### src/rtl/keycode_mapper_if.sv
// keycode_mapper_if
// Byte stream from the NIOS II keyboard handler into the keycode mapper.
//   key_valid : source presents a keycode byte
//   key_data  : USB HID keycode byte
//   key_last  : final byte of a report (qualified by key_valid)
//   key_ready : sink accepts a byte this cycle
// Modports: master = byte source, slave = keycode_mapper.
interface keycode_mapper_if;
  logic       key_valid;
  logic [7:0] key_data;
  logic       key_last;
  logic       key_ready;

  modport master (output key_valid, output key_data, output key_last, input key_ready);
  modport slave  (input key_valid, input key_data, input key_last, output key_ready);
endinterface

### src/rtl/keycode_mapper.sv
// keycode_mapper
// Turns HID boot-protocol keyboard reports into NES controller button state.
// Ports:
//   clk        : single clock, rising edge
//   rst        : asynchronous active-high reset
//   key_if     : keycode byte stream (slave side)
//   buttons    : NES buttons, 1 = pressed, bit0..7 = A B Sel Start Up Down Left Right
//   update     : one-cycle pulse when buttons loads a committed report
//   stale      : one-cycle pulse when the timeout releases all buttons
//   report_err : one-cycle pulse when a report is discarded
//
// state   | meaning
// IDLE    | waiting for the first byte of a report
// COLLECT | accumulating further bytes of a good report
// COMMIT  | one cycle, loads buttons from the accumulator
// DROP    | swallowing the rest of a bad report until key_last
module keycode_mapper #(
  parameter int TIMEOUT_CYCLES = 5000000,
  parameter int MAX_SLOTS      = 6
) (
  input  logic                   clk,
  input  logic                   rst,
  keycode_mapper_if.slave        key_if,
  output logic [7:0]             buttons,
  output logic                   update,
  output logic                   stale,
  output logic                   report_err
);

  localparam int                SLOT_W   = $clog2(MAX_SLOTS + 1);
  localparam logic [SLOT_W-1:0] SLOT_MAX = SLOT_W'(MAX_SLOTS);
  localparam logic [31:0]       TMR_MAX  = 32'(TIMEOUT_CYCLES);

  typedef enum logic [1:0] {IDLE, COLLECT, COMMIT, DROP} state_t;

  state_t            state, state_nx;
  logic [7:0]        acc;
  logic [SLOT_W-1:0] slot_cnt;
  logic [31:0]       tmr;

  logic ready_c;
  logic accept;
  logic bad_byte;
  logic load_first;
  logic load_more;
  logic err_fire;

  function automatic logic [7:0] map_key(input logic [7:0] code);
    logic [7:0] m;
    case (code)
      8'h0E:   m = 8'h01;
      8'h0D:   m = 8'h02;
      8'h2C:   m = 8'h04;
      8'h28:   m = 8'h08;
      8'h1A:   m = 8'h10;
      8'h16:   m = 8'h20;
      8'h04:   m = 8'h40;
      8'h07:   m = 8'h80;
      default: m = 8'h00;
    endcase
    return m;
  endfunction

  // Opposing directions cancel so the game never sees an impossible d-pad.
  function automatic logic [7:0] filter_dirs(input logic [7:0] b);
    logic [7:0] f;
    f = b;
    if (b[4] && b[5]) f[5:4] = 2'b00;
    if (b[6] && b[7]) f[7:6] = 2'b00;
    return f;
  endfunction

  // Ready is gated by rst so the source sees no acceptance while in reset.
  assign key_if.key_ready = ready_c && !rst;
  assign accept           = key_if.key_valid && key_if.key_ready;

  always_comb begin
    state_nx   = state;
    ready_c    = 1'b1;
    load_first = 1'b0;
    load_more  = 1'b0;
    err_fire   = 1'b0;
    bad_byte   = 1'b0;
    case (state)
      IDLE: begin
        if (accept) begin
          load_first = 1'b1;
          bad_byte   = (key_if.key_data == 8'h01);
          if (bad_byte)             begin err_fire = key_if.key_last; state_nx = key_if.key_last ? IDLE : DROP; end
          else if (key_if.key_last) state_nx = COMMIT;
          else                      state_nx = COLLECT;
        end
      end
      COLLECT: begin
        if (accept) begin
          // ErrorRollOver or one byte too many both poison the report.
          bad_byte = (key_if.key_data == 8'h01) || (slot_cnt == SLOT_MAX);
          if (bad_byte) begin
            err_fire = key_if.key_last;
            state_nx = key_if.key_last ? IDLE : DROP;
          end else begin
            load_more = 1'b1;
            if (key_if.key_last) state_nx = COMMIT;
          end
        end
      end
      COMMIT: begin
        ready_c  = 1'b0;
        state_nx = IDLE;
      end
      DROP: begin
        if (accept && key_if.key_last) begin
          err_fire = 1'b1;
          state_nx = IDLE;
        end
      end
      default: state_nx = IDLE;
    endcase
  end

  always_ff @(posedge clk or posedge rst) begin
    if (rst) state <= IDLE;
    else     state <= state_nx;
  end

  always_ff @(posedge clk or posedge rst) begin
    if (rst) begin
      acc        <= '0;
      slot_cnt   <= '0;
      tmr        <= '0;
      buttons    <= '0;
      update     <= 1'b0;
      stale      <= 1'b0;
      report_err <= 1'b0;
    end else begin
      update     <= 1'b0;
      stale      <= 1'b0;
      report_err <= err_fire;

      if (load_first) begin
        acc      <= map_key(key_if.key_data);
        slot_cnt <= SLOT_W'(1);
      end else if (load_more) begin
        acc      <= acc | map_key(key_if.key_data);
        slot_cnt <= slot_cnt + SLOT_W'(1);
      end

      // Commit takes priority over a timeout landing on the same cycle.
      if (state == COMMIT) begin
        buttons <= filter_dirs(acc);
        update  <= 1'b1;
        tmr     <= '0;
      end else if (tmr < TMR_MAX) begin
        tmr <= tmr + 32'd1;
        if (tmr == TMR_MAX - 32'd1) begin
          buttons <= '0;
          stale   <= 1'b1;
        end
      end
    end
  end

endmodule

### src/flat_wrapper.sv
// flat-port wrapper written by rule: the top's interface ports become plain ports
module keycode_mapper_flat 
#(
  parameter int TIMEOUT_CYCLES = 5000000,
  parameter int MAX_SLOTS      = 6
)
  (clk, rst, buttons, update, stale, report_err, key_if_key_valid, key_if_key_data, key_if_key_last, key_if_key_ready);
  keycode_mapper_if key_if_i ();
  input  logic clk;
  input  logic rst;
  output logic [7:0] buttons;
  output logic update;
  output logic stale;
  output logic report_err;
  input wire logic [$bits(key_if_i.key_valid)-1:0] key_if_key_valid;
  input wire logic [$bits(key_if_i.key_data)-1:0] key_if_key_data;
  input wire logic [$bits(key_if_i.key_last)-1:0] key_if_key_last;
  output wire logic [$bits(key_if_i.key_ready)-1:0] key_if_key_ready;
  assign key_if_i.key_valid = key_if_key_valid;
  assign key_if_i.key_data = key_if_key_data;
  assign key_if_i.key_last = key_if_key_last;
  assign key_if_key_ready = key_if_i.key_ready;
  keycode_mapper #(.TIMEOUT_CYCLES(TIMEOUT_CYCLES), .MAX_SLOTS(MAX_SLOTS)) u_core (.clk(clk), .rst(rst), .key_if(key_if_i), .buttons(buttons), .update(update), .stale(stale), .report_err(report_err));
endmodule
### config.mk
export PLATFORM = sky130hd
export DESIGN_NAME = keycode_mapper_flat
export DESIGN_NICKNAME = d
export VERILOG_FILES = /design/src/rtl/keycode_mapper_if.sv /design/src/rtl/keycode_mapper.sv /design/src/flat_wrapper.sv
export SDC_FILE = /design/constraint.sdc
export NUM_CORES = 1
export LEC_CHECK = 0
export CAP_MARGIN = 10
export CORE_MARGIN = 2
export CORE_UTILIZATION = 57
export DETAILED_ROUTE_END_ITERATION = 8
export PLACE_DENSITY_LB_ADDON = 0.1
export SYNTH_ARGS = -nofsm -noshare
export SYNTH_HDL_FRONTEND = slang
export SYNTH_SLANG_ARGS = --single-unit
### constraint.sdc
create_clock -name clk -period 3.07 [get_ports clk]
set_input_delay 0.7675 -clock clk [delete_from_list [all_inputs] [get_ports clk]]
set_output_delay 0.7675 -clock clk [all_outputs]
set_load 0.03 [all_outputs]
==> summary.md, run 1 <==
| Metric | Value |
|---|---|
| RR Startpoint | `u_core.tmr[16]$_DFFE_PP0P_` |
| Fmax | `391 MHz` |
| First-pass GRT wire length | `slightly below 10 mm` |
| Layout Cells excl Fill | `379` |
| # diodes | `0` |
| Final hold vios | `0` |
| # fillers | `391` |
| TritonRoute pass-1 iters | `4` |
| Power Density | `508 mW/mm2` |
| CP bufs+invs | `0` |
| WL final | `5.73 mm` |
| Crit-path max cell delay | `0.58 ns` |
| Vias post-DR | `2309` |
| Cell-internal power | `1.11 mW` |
| CP max stage cell | `or4_1` |
| Cell count after placement | `between 300 and 400` |
| Simple-gate share of the synthesized area | `0.260` |
| Rel. slew slack | `0.450` |
| # rows | `25` |
| Routed Antenna Nets | `0` |
| Initial antenna violation count | `0` |
| Multiplexer area fraction after synthesis | `0.0282` |
| Vias in the first global route | `2164` |
| Worst reg-to-reg setup slack | `0.51 ns` |
| Ys Warns | `0` |
| Switching share of power | `0.317` |
| Worst Max-Slew Pin Slew | `0.814 ns` |
| Initial Utilization | `0.597` |
| Worst Reg-to-Reg Cells | `5` |
| Area growth, synth to finish | `12.6%` |
| Startpoint types | `register` |
| Post-Syn Instances | `294` |
| Post-synthesis adder-cell area fraction | `0.0221` |
| Residual DRC | `0` |
| Post-CTS Setup Bufs | `0` |
| CP endpoint | `u_core.tmr[3]$_DFFE_PP0P_` |
| CTS Buffer Depth | `2` |
| Final setup violation count | `0` |
| # Max-Cap Violations | `0` |
| Die Ht | `around 75 um` |
| H-Tree Depth | `2` |
| Main combinational cell family by area after synthesis | `simple AND/OR/NAND/NOR gates` |
| Layout Skew | `0.0104 ns` |
| Post-Syn Area per Cell | `around 9.6 um2` |
| CP Launch Point | `u_core.tmr[16]$_DFFE_PP0P_` |
| Clk sinks | `56` |
| DRT iter0 DRCs | `~170` |
| Fin util | `0.672` |
| Top cells by area, synth | `dfrtp_1 49%, nand2_1 4.1%, mux2i_1 2.8%` |
| Outcome | `complete, no violations` |
| Grt ovf | `0` |
| TritonCTS Buffers | `5` |
| Ys flop type | `dfrtp_1` |
| Largest net degree at the start of global routing | `57` |
| Mapped Nets | `311` |
| Cell Area, Synth | `0.00284 mm2` |
| Root buf cell | `clkbuf_8` |
| Worst hold path class | `reg -> reg` |
| Critical path capture point type | `register` |
| Async SR Flop Fraction | `1.00` |
| Clock transition at path regs | `0.10 ns` |
| Hold-fix buffers at CTS | `0` |
| Post-CTS sizing | `0` |
| Combinational power share | `0.221` |
| Worst-Skew Late Latency | `~0.31 ns` |
| Reg-to-Reg End | `u_core.tmr[3]$_DFFE_PP0P_` |
| Clock power frac | `0.237` |
| IO Pins | `24` |
| Final hold slack | `0.492 ns` |
| Top cell type's share of synthesized area | `0.494` |
| Lkg Pwr | `between 1 and 1.5 nW` |
| Sequential share of power | `0.542` |
| CTS tree | `yes` |
| Top cell type by total area after synthesis | `dfrtp_1` |
| Setup TNS Final | `0 ns` |
| Switching pwr | `slightly above 500 uW` |
| VDD IR-drop max | `0.377 mV` |
| CP delay by family, top | `simple AND/OR/NAND/NOR gates` |
| Max FO, Critical Path | `29` |
| Total track usage | `0.232` |
| Post-synth EDFFs | `0` |
| Period minus WS final | `around 2.6 ns` |
| Die ar. | `between 0.005 and 0.006 mm2` |
| Seq/Total Area, Yosys | `0.494` |
| Ratio of cells with drive above 1 in the final layout | `0.0545` |
| Final Cycle Share | `0.834` |
| DR WL/cell | `15.1 um` |
| Synth Area in Compound Gates | `0.152` |
| Cell variety after synth | `41` |
| CP required | `3.30 ns` |
| IO buf count | `23` |
| Net count, final | `329` |
| Max Transition Viols Final | `0` |
| WP data arrival | `approximately 2.8 ns` |
| Die X | `74.5 um` |
| Xor/xnor share of the synthesized area | `0.00309` |
| Core area | `0.00475 mm2` |
| Placed wire-length estimate | `slightly below 4 mm` |
| Gp weighted congestion | `0.806` |
| Crit. path cell count | `5` |
| RSZ-0062 raised after global routing | `no` |
| Worst-path cell chain | `or4_4 -> a211o_1 -> a21o_1 -> or4_1 -> a21oi_1` |
| Vias per std cell | `6.09` |
| Critical path class | `reg -> reg` |
| Flops & latches, synth | `56` |
| Tot Pwr | `1.62 mW` |
## metrics by stage
| stage | area [um2] | setup WS (ns) |
|---|---|---|
| floorplan | 2840 | 0.443 |
| global placement | 3110 | 0.469 |
| detailed placement | 3110 | 0.369 |
| CTS | 3190 | 0.512 |
| global route | 3190 | 0.403 |
| finish | 3190 | 0.511 |
## final cells by class
cell class / instances / area [um2] / area share
clock buffer: 5 / 68.8 / 0.0215
clock inverter: 2 / 12.5 / 0.00392
inverter: 11 / 41.3 / 0.0129
multi-input combinational: 210 / 1320 / 0.414
sequential: 56 / 1400 / 0.439
tap: 67 / 83.8 / 0.0262
timing repair buffer: 28 / 265 / 0.0830
## cell usage in the layout, fill, tap and decap left out, drive strengths merged
master and instances:
or2 1, and4 3, nor2 15, a41oi 2
inv 11, and2 10, nor3 8, clkbuf 5
ha 5, o21ai 11, a32o 4, a21bo 1
or3 2, clkinvlp 1, a22o 5, nand2 31
dfrtp 56, nor4bb 2, nand3 13, xor2 1
a21oi 14, nand2b 8, and3 6, or4 11
nand4b 3, buf 6, nor4b 3, mux2i 8
clkinv 1, clkdlybuf4s50 22, nor4 9, o31ai 10
a21o 2, a41o 2, o31a 1, o21a 2
a31oi 3, a211o 2, o22ai 4, nand4 8
## cell usage after synthesis (9+ instances only)
| library cell | n |
|---|---|
| a21oi_1 | 14 |
| and2_1 | 10 |
| clkbuf_1 | 13 |
| dfrtp_1 | 56 |
| inv_1 | 11 |
| nand2_1 | 31 |
| nand3_1 | 13 |
| nor2_1 | 15 |
| nor4_1 | 9 |
| o21ai_0 | 10 |
| o31ai_1 | 10 |
| or4_1 | 10 |
## worst min path at each step
stage	startpoint	end	cells after the start
after floorplan	u_core.acc[0]$_DFFE_PP0P_	u_core.acc[0]$_DFFE_PP0P_	2
after global placement	u_core.buttons[6]$_DFFE_PP0P_	u_core.buttons[6]$_DFFE_PP0P_	2
after detailed placement	u_core.tmr[29]$_DFFE_PP0P_	u_core.tmr[29]$_DFFE_PP0P_	1
after CTS	u_core.tmr[29]$_DFFE_PP0P_	u_core.tmr[29]$_DFFE_PP0P_	1
after global routing	u_core.tmr[31]$_DFFE_PP0P_	u_core.tmr[31]$_DFFE_PP0P_	1
final	u_core.tmr[29]$_DFFE_PP0P_	u_core.tmr[29]$_DFFE_PP0P_	1
## power groups by stage
stage / clock network, mW / logic, mW / registers [mW]
4_1_cts: 0.397 / 0.364 / 0.878
2_1_floorplan: 0 / 0.234 / 0.895
3_5_place_dp: 0 / 0.362 / 0.893
5_1_grt: 0.428 / 0.410 / 0.890
3_3_place_gp: 0 / 0.349 / 0.888
6_report: 0.385 / 0.359 / 0.880
## logic make-up (layout without fill, tap and decap cells)
logic type	Yosys count	count (layout)
fa+ha+maj	5	5
compound gates	63	63
xor+xnor	1	1
simple gates	133	133
flops	56	56
mux	8	8
buf+inv	28	46
## flip-flops by register name (all words and copies together), names as in the netlist
register and flops:
u_core.slot_cnt 3, u_core.acc 8, u_core.tmr 32, u_core.state 2, u_core.report_err 1, u_core.update 1, u_core.stale 1, u_core.buttons 8
## routing by layer
layer | share of wire | track usage
met3 | 0.029 | 0.0434
met1 | 0.50 | 0.333
met5 | 0 | 0
met4 | 0.013 | 0.0655
met2 | 0.45 | 0.363
No activity file was read; power rests on OpenSTA's default activity.
==> run 2, diff against run 1 <==
Clock period 3.07 ns to 2.5 ns, I/O delays scaled along.
==> summary.md, run 2 (synthesized netlist as in run 1, its figures left out) <==
| Metric | Value |
|---|---|
| Largest registers | `u_core.tmr (32), u_core.acc (8), u_core.buttons (8)` |
| Vias post-DR | `2299 (-0.43%)` |
| DR WL/cell | `14.8 um (-1.9%)` |
| # Max-Cap Violations | `0 (unchanged)` |
| DRT iter0 DRCs | `150 (-9.6%)` |
| Reg with most FFs | `u_core.tmr` |
| Commonest non-fill, non-tap cell in the layout | `dfrtp_1` |
| Clock transition at path regs | `0.11 ns (about the same)` |
| Period minus WS final | `2.38 ns (-0.176 ns)` |
| Final hold slack | `0.496 ns (+0.00372 ns)` |
| RR Startpoint | `u_core.tmr[16]$_DFFE_PP0P_` |
| Vias per std cell | `5.91 (-3.0%)` |
| Die X | `74.5 um (unchanged)` |
| Root buf cell | `clkbuf_8` |
| PnR worst setup slack | `0.116 ns (-0.394 ns)` |
| VDD IR-drop max | `0.420 mV (+12%)` |
| Hold-fix buffers at CTS | `0 (unchanged)` |
| Total track usage | `0.232 (+0.000397)` |
| Core area | `0.00475 mm2 (unchanged)` |
| Post-CTS sizing | `0 (unchanged)` |
| Worst reg-to-reg setup slack | `0.12 ns (-0.39 ns)` |
| # diodes | `0 (unchanged)` |
| Final Cycle Share | `0.953 (+0.120)` |
| Worst slack at placement | `-0.0872 ns (-0.456 ns)` |
| CP required | `2.73 ns (-0.57 ns)` |
| Reg-to-Reg End | `u_core.tmr[8]$_DFFE_PP0P_` |
| CTS tree | `yes` |
| Net count, final | `338 (+2.7%)` |
| H-Tree Depth | `2 (unchanged)` |
| Worst-path cell chain | `or4_4 -> a211o_1 -> a21o_1 -> buf_4 -> or4_1 -> a21oi_1` |
| Rel. slew slack | `0.541 (+0.0911)` |
| Vias in the first global route | `2128 (-1.7%)` |
| IO Pins | `24 (unchanged)` |
| Fmax | `420 MHz (+7.4%)` |
| Worst Reg-to-Reg Cells | `6 (+1)` |
| Design Area, Final | `0.00328 mm2 (+2.7%)` |
| Outcome | `complete, no violations` |
| Critical path class | `reg -> reg` |
| Tot Pwr | `2.03 mW (+25%)` |
| CP bufs+invs | `1 (+1)` |
| Final setup violation count | `0 (unchanged)` |
| Post-CTS Setup Bufs | `0 (unchanged)` |
| Startpoint types | `register` |
| Hold worst-path end | `u_core.tmr[23]$_DFFE_PP0P_` |
| Lkg Pwr | `1.46 nW (+3.8%)` |
| Hold Path Stages | `1 (unchanged)` |
| Initial Utilization | `0.597 (unchanged)` |
| Routed Antenna Nets | `0 (unchanged)` |
| Residual DRC | `0 (unchanged)` |
| Crit-path max cell delay | `0.56 ns (-0.02 ns)` |
| Max Transition Viols Final | `0 (unchanged)` |
| Clk sinks | `56 (unchanged)` |
| WP data arrival | `2.62 ns (-0.17 ns)` |
| TritonRoute pass-1 iters | `4 (unchanged)` |
| Number of flip-flops in the largest register | `32 (unchanged)` |
| Critical path capture point type | `register` |
| Max FO, Critical Path | `17 (-41%)` |
| Initial antenna violation count | `0 (unchanged)` |
| Largest net degree at the start of global routing | `57 (unchanged)` |
| Worst hold path class | `reg -> reg` |
| Placed cell area | `0.00318 mm2 (+2.2%)` |
| RSZ-0062 raised after global routing | `no` |
| Gp weighted congestion | `0.812 (+0.72%)` |
| WL final | `5.77 mm (+0.66%)` |
| Placed wire-length estimate | `4.00 mm (+1.9%)` |
| Layout Skew | `0.0125 ns (+0.00212 ns)` |
| Grt ovf | `0 (unchanged)` |
| Die ar. | `0.00556 mm2 (unchanged)` |
| Die Ht | `74.5 um (unchanged)` |
| Worst Max-Slew Pin Slew | `0.688 ns (-0.126 ns)` |
| Area growth, synth to finish | `15.6%` |
| IO buf count | `23 (unchanged)` |
| Most frequent cells in the layout | `56 x dfrtp_1, 31 x nand2_1, 22 x clkdlybuf4s50_1` |
| Hold_sp | `u_core.tmr[23]$_DFFE_PP0P_` |
| Power Density | `619 mW/mm2 (+22%)` |
| CP max stage cell | `or4_4` |
| TritonCTS Buffers | `5 (unchanged)` |
| CTS Buffer Depth | `2 (unchanged)` |
| CP delay by family, top | `simple AND/OR/NAND/NOR gates` |
| # rows | `25 (unchanged)` |
| Ratio of cells with drive above 1 in the final layout | `0.0870 (+0.0325)` |
| First-pass GRT wire length | `9.96 mm (+0.34%)` |
| Final hold vios | `0 (unchanged)` |
| Worst-Skew Late Latency | `0.31 ns (about the same)` |
run 2: cell type report:
type | count | area (um2)
Inverter | 11 | 41.3
Timing Repair Buffer | 37 | 333
Clock buffer | 5 | 68.8
Tap cell | 67 | 83.8
Clock inverter | 3 | 26.3
Fill cell | 383 | 1480
Multi-Input combinational cell | 210 | 1330
Sequential cell | 56 | 1400
run 2: how the worst max path moves through the flow:
stage / startpoint / cells past startpoint / end / slack, ns
after floorplan: rst / 4 / u_core.state[1]$_DFFE_PP0P_ / 0.02
after global placement: key_if_key_data[5] / 8 / u_core.state[1]$_DFFE_PP0P_ / 0.04
after detailed placement: key_if_key_data[5] / 8 / u_core.state[1]$_DFFE_PP0P_ / -0.09
after CTS: u_core.tmr[16]$_DFFE_PP0P_ / 6 / u_core.tmr[8]$_DFFE_PP0P_ / 0.12
after global routing: u_core.tmr[16]$_DFFE_PP0P_ / 6 / u_core.tmr[8]$_DFFE_PP0P_ / 0.002
final: u_core.tmr[16]$_DFFE_PP0P_ / 6 / u_core.tmr[8]$_DFFE_PP0P_ / 0.12
run 2: metrics by stage:
| stage | setup TNS [ns] | util | cells |
|---|---|---|---|
| 3_3_place_gp | 0 | 0.669 | 381 |
| 5_1_grt | 0 | 0.690 | 389 |
| 4_1_cts | 0 | 0.689 | 389 |
| 6_report | 0 | 0.690 | 389 |
| 2_1_floorplan | 0 | - | 294 |
| 3_5_place_dp | -0.139 | 0.669 | 381 |
run 2: per-layer routing:
metal / GRT usage / share of wire / up-vias
li1: - / - / 1140
met1: 0.342 / 0.50 / 1128
met2: 0.357 / 0.46 / 27
met3: 0.0407 / 0.029 / 4
met4: 0.0635 / 0.0073 / 0
met5: 0 / 0 / -
run 2: report_power, final:
part	internal, mW	leakage, nW	total (mW)	switching (mW)
clock network	0.205	0.0487	0.515	0.310
registers	0.992	0.767	1.08	0.0860
logic	0.182	0.645	0.436	0.254
run 2: worst reg2reg max path, cell delays in order, from the launching register on:
cell	delay (ns)
dfrtp_1	0.41
or4_4	0.56
a211o_1	0.30
a21o_1	0.20
buf_4	0.18
or4_1	0.49
a21oi_1	0.16
==> run 3, diff against run 2 <==
Settings changed: CORE_MARGIN 2 to default, GPL_TIMING_DRIVEN from default to 1.
==> summary.md, run 3 (synthesized netlist as in run 1, its figures left out) <==
| Metric | Value |
|---|---|
| RR Startpoint | `u_core.tmr[16]$_DFFE_PP0P_` |
| VDD IR-drop max | `0.496 mV (+18%)` |
| Critical path capture point type | `register` |
| DRT iter0 DRCs | `243 (+62%)` |
| Outcome | `complete, no violations` |
| Initial antenna violation count | `0 (unchanged)` |
| Gp weighted congestion | `0.777 (-4.3%)` |
| Hold Path Stages | `2 (+1)` |
| Placed wire-length estimate | `4.03 mm (+0.75%)` |
| TritonRoute pass-1 iters | `4 (unchanged)` |
| Clock power frac | `0.257 (+0.003)` |
| Period minus WS final | `2.36 ns (-0.0209 ns)` |
| Area growth, synth to finish | `15.2%` |
| Cell-internal power | `1.38 mW (+0.20%)` |
| Fmax | `423 MHz (+0.88%)` |
| Cell count after placement | `380 (-0.26%)` |
| CTS Buffer Depth | `2 (unchanged)` |
| Most frequent cells in the layout | `56 x dfrtp_1, 31 x nand2_1, 22 x clkdlybuf4s50_1` |
| WL final | `5.97 mm (+3.4%)` |
| # diodes | `0 (unchanged)` |
| Vias per std cell | `6.14 (+3.8%)` |
| Hold_sp | `u_core.buttons[6]$_DFFE_PP0P_` |
| Worst Reg-to-Reg Cells | `6 (unchanged)` |
| Initial Utilization | `0.597 (unchanged)` |
| Rel. slew slack | `0.534 (-0.00738)` |
| WP data arrival | `2.62 ns (about the same)` |
| Die ar. | `0.00526 mm2 (-5.3%)` |
| Max FO, Critical Path | `17 (unchanged)` |
| Reg-to-Reg End | `u_core.tmr[3]$_DFFE_PP0P_` |
| RSZ-0062 raised after global routing | `no` |
| Largest registers | `u_core.tmr (32), u_core.acc (8), u_core.buttons (8)` |
| Switching pwr | `662 uW (+1.9%)` |
| Worst hold path class | `reg -> reg` |
| IO buf count | `23 (unchanged)` |
| Final setup violation count | `0 (unchanged)` |
| Layout Cells excl Fill | `388 (-0.26%)` |
| Net count, final | `337 (-0.30%)` |
| Hold-fix buffers at CTS | `0 (unchanged)` |
| Hold worst-path end | `u_core.buttons[6]$_DFFE_PP0P_` |
| Critical path class | `reg -> reg` |
| Power Density | `625 mW/mm2 (+1.1%)` |
| Combinational power share | `0.217 (+0.002)` |
| Core area | `0.00475 mm2 (unchanged)` |
| Post-CTS sizing | `0 (unchanged)` |
| Post-CTS Setup Bufs | `0 (unchanged)` |
| # rows | `25 (unchanged)` |
| H-Tree Depth | `2 (unchanged)` |
| Switching share of power | `0.324 (+0.00369)` |
| Clock transition at path regs | `0.11 ns (about the same)` |
| First-pass GRT wire length | `9.94 mm (-0.20%)` |
| Reg with most FFs | `u_core.tmr` |
| Die Ht | `72.5 um (-2.7%)` |
| Vias post-DR | `2381 (+3.6%)` |
| Vias in the first global route | `2190 (+2.9%)` |
| Number of flip-flops in the largest register | `32 (unchanged)` |
| Lkg Pwr | `1.46 nW (-0.34%)` |
| Max Transition Viols Final | `0 (unchanged)` |
| Layout Skew | `0.00678 ns (-0.00575 ns)` |
| Worst Max-Slew Pin Slew | `0.699 ns (+0.0111 ns)` |
| Clk sinks | `56 (unchanged)` |
| Setup TNS Final | `0 ns (unchanged)` |
| Sequential share of power | `0.526 (-0.006)` |
| CP required | `2.76 ns (+0.03 ns)` |
| # Max-Cap Violations | `0 (unchanged)` |
| Startpoint types | `register` |
| Final hold vios | `0 (unchanged)` |
| Die X | `72.5 um (-2.7%)` |
| Routed Antenna Nets | `0 (unchanged)` |
| IO Pins | `24 (unchanged)` |
| Root buf cell | `clkbuf_8` |
| Largest net degree at the start of global routing | `57 (unchanged)` |
| CTS tree | `yes` |
| Worst-Skew Late Latency | `0.32 ns (about the same)` |
| Final Cycle Share | `0.945 (-0.00835)` |
| Residual DRC | `0 (unchanged)` |
| Total track usage | `0.245 (+0.0131)` |
| Grt ovf | `0 (unchanged)` |
| DR WL/cell | `15.4 um (+3.6%)` |
| Ratio of cells with drive above 1 in the final layout | `0.0810 (-0.00596)` |
| Final hold slack | `0.489 ns (-0.00712 ns)` |
| Commonest non-fill, non-tap cell in the layout | `dfrtp_1` |
| Worst reg-to-reg setup slack | `0.14 ns (+0.02 ns)` |
| # fillers | `385 (+0.52%)` |
| TritonCTS Buffers | `5 (unchanged)` |
-- run 3: cell types whose count changed in the layout (fill, tap and decap cells not counted), sizes merged --
| cell | delta |
|---|---|
| inv | +1 |
| buf | -1 |
| clkinv | -1 |
-- run 3: final cells by class --
class / count / area, um2 / area share
clock buffer: 5 / 68.8 / 0.0211
clock inverter: 3 / 26.3 / 0.00804
multi-input combinational: 210 / 1320 / 0.404
sequential: 56 / 1400 / 0.429
timing repair buffer: 36 / 325 / 0.0995
tap: 67 / 83.8 / 0.0257
inverter: 11 / 41.3 / 0.0126
-- run 3: routing by layer --
metal / share of wire / global-route usage
met4: 0.011 / 0.0675
met5: 0 / 0
met3: 0.046 / 0.0611
met2: 0.46 / 0.386
met1: 0.48 / 0.340
-- run 3: worst max-delay path by stage --
stage / start / to / cells past startpoint
after floorplan: rst / u_core.state[1]$_DFFE_PP0P_ / 4
after global routing: u_core.tmr[16]$_DFFE_PP0P_ / u_core.tmr[11]$_DFFE_PP0P_ / 6
after global placement: key_if_key_data[5] / u_core.state[1]$_DFFE_PP0P_ / 8
final: u_core.tmr[16]$_DFFE_PP0P_ / u_core.tmr[3]$_DFFE_PP0P_ / 6
after CTS: u_core.tmr[16]$_DFFE_PP0P_ / u_core.tmr[3]$_DFFE_PP0P_ / 6
after detailed placement: key_if_key_data[5] / u_core.state[1]$_DFFE_PP0P_ / 8
-- run 3: metrics by stage --
stage               total power, mW  utilization  worst slack [ns]  cell area [um2]
global placement               1.52        0.667            0.0446             3170
CTS                            2.07        0.687             0.126             3270
finish                         2.04        0.687             0.137             3270
detailed placement             1.54        0.667           0.00115             3170
global route                   2.17        0.687            0.0618             3270
floorplan                      1.39            -            0.0158             2840
-- run 3: power groups by stage --
| stage | sequential [mW] | combinational [mW] | clock (mW) |
|---|---|---|---|
| after global routing | 1.09 | 0.498 | 0.576 |
| final | 1.08 | 0.443 | 0.525 |
| after CTS | 1.08 | 0.449 | 0.541 |
| after detailed placement | 1.09 | 0.447 | 0 |
| after global placement | 1.09 | 0.430 | 0 |
| after floorplan | 1.10 | 0.287 | 0 |
-- run 3: critical path: stages, from the launching register on --
cell and delay, ns:
dfrtp_1 0.42, or4_4 0.57, a211o_1 0.30, a21o_1 0.19, buf_4 0.18, or4_1 0.48
a21oi_1 0.16
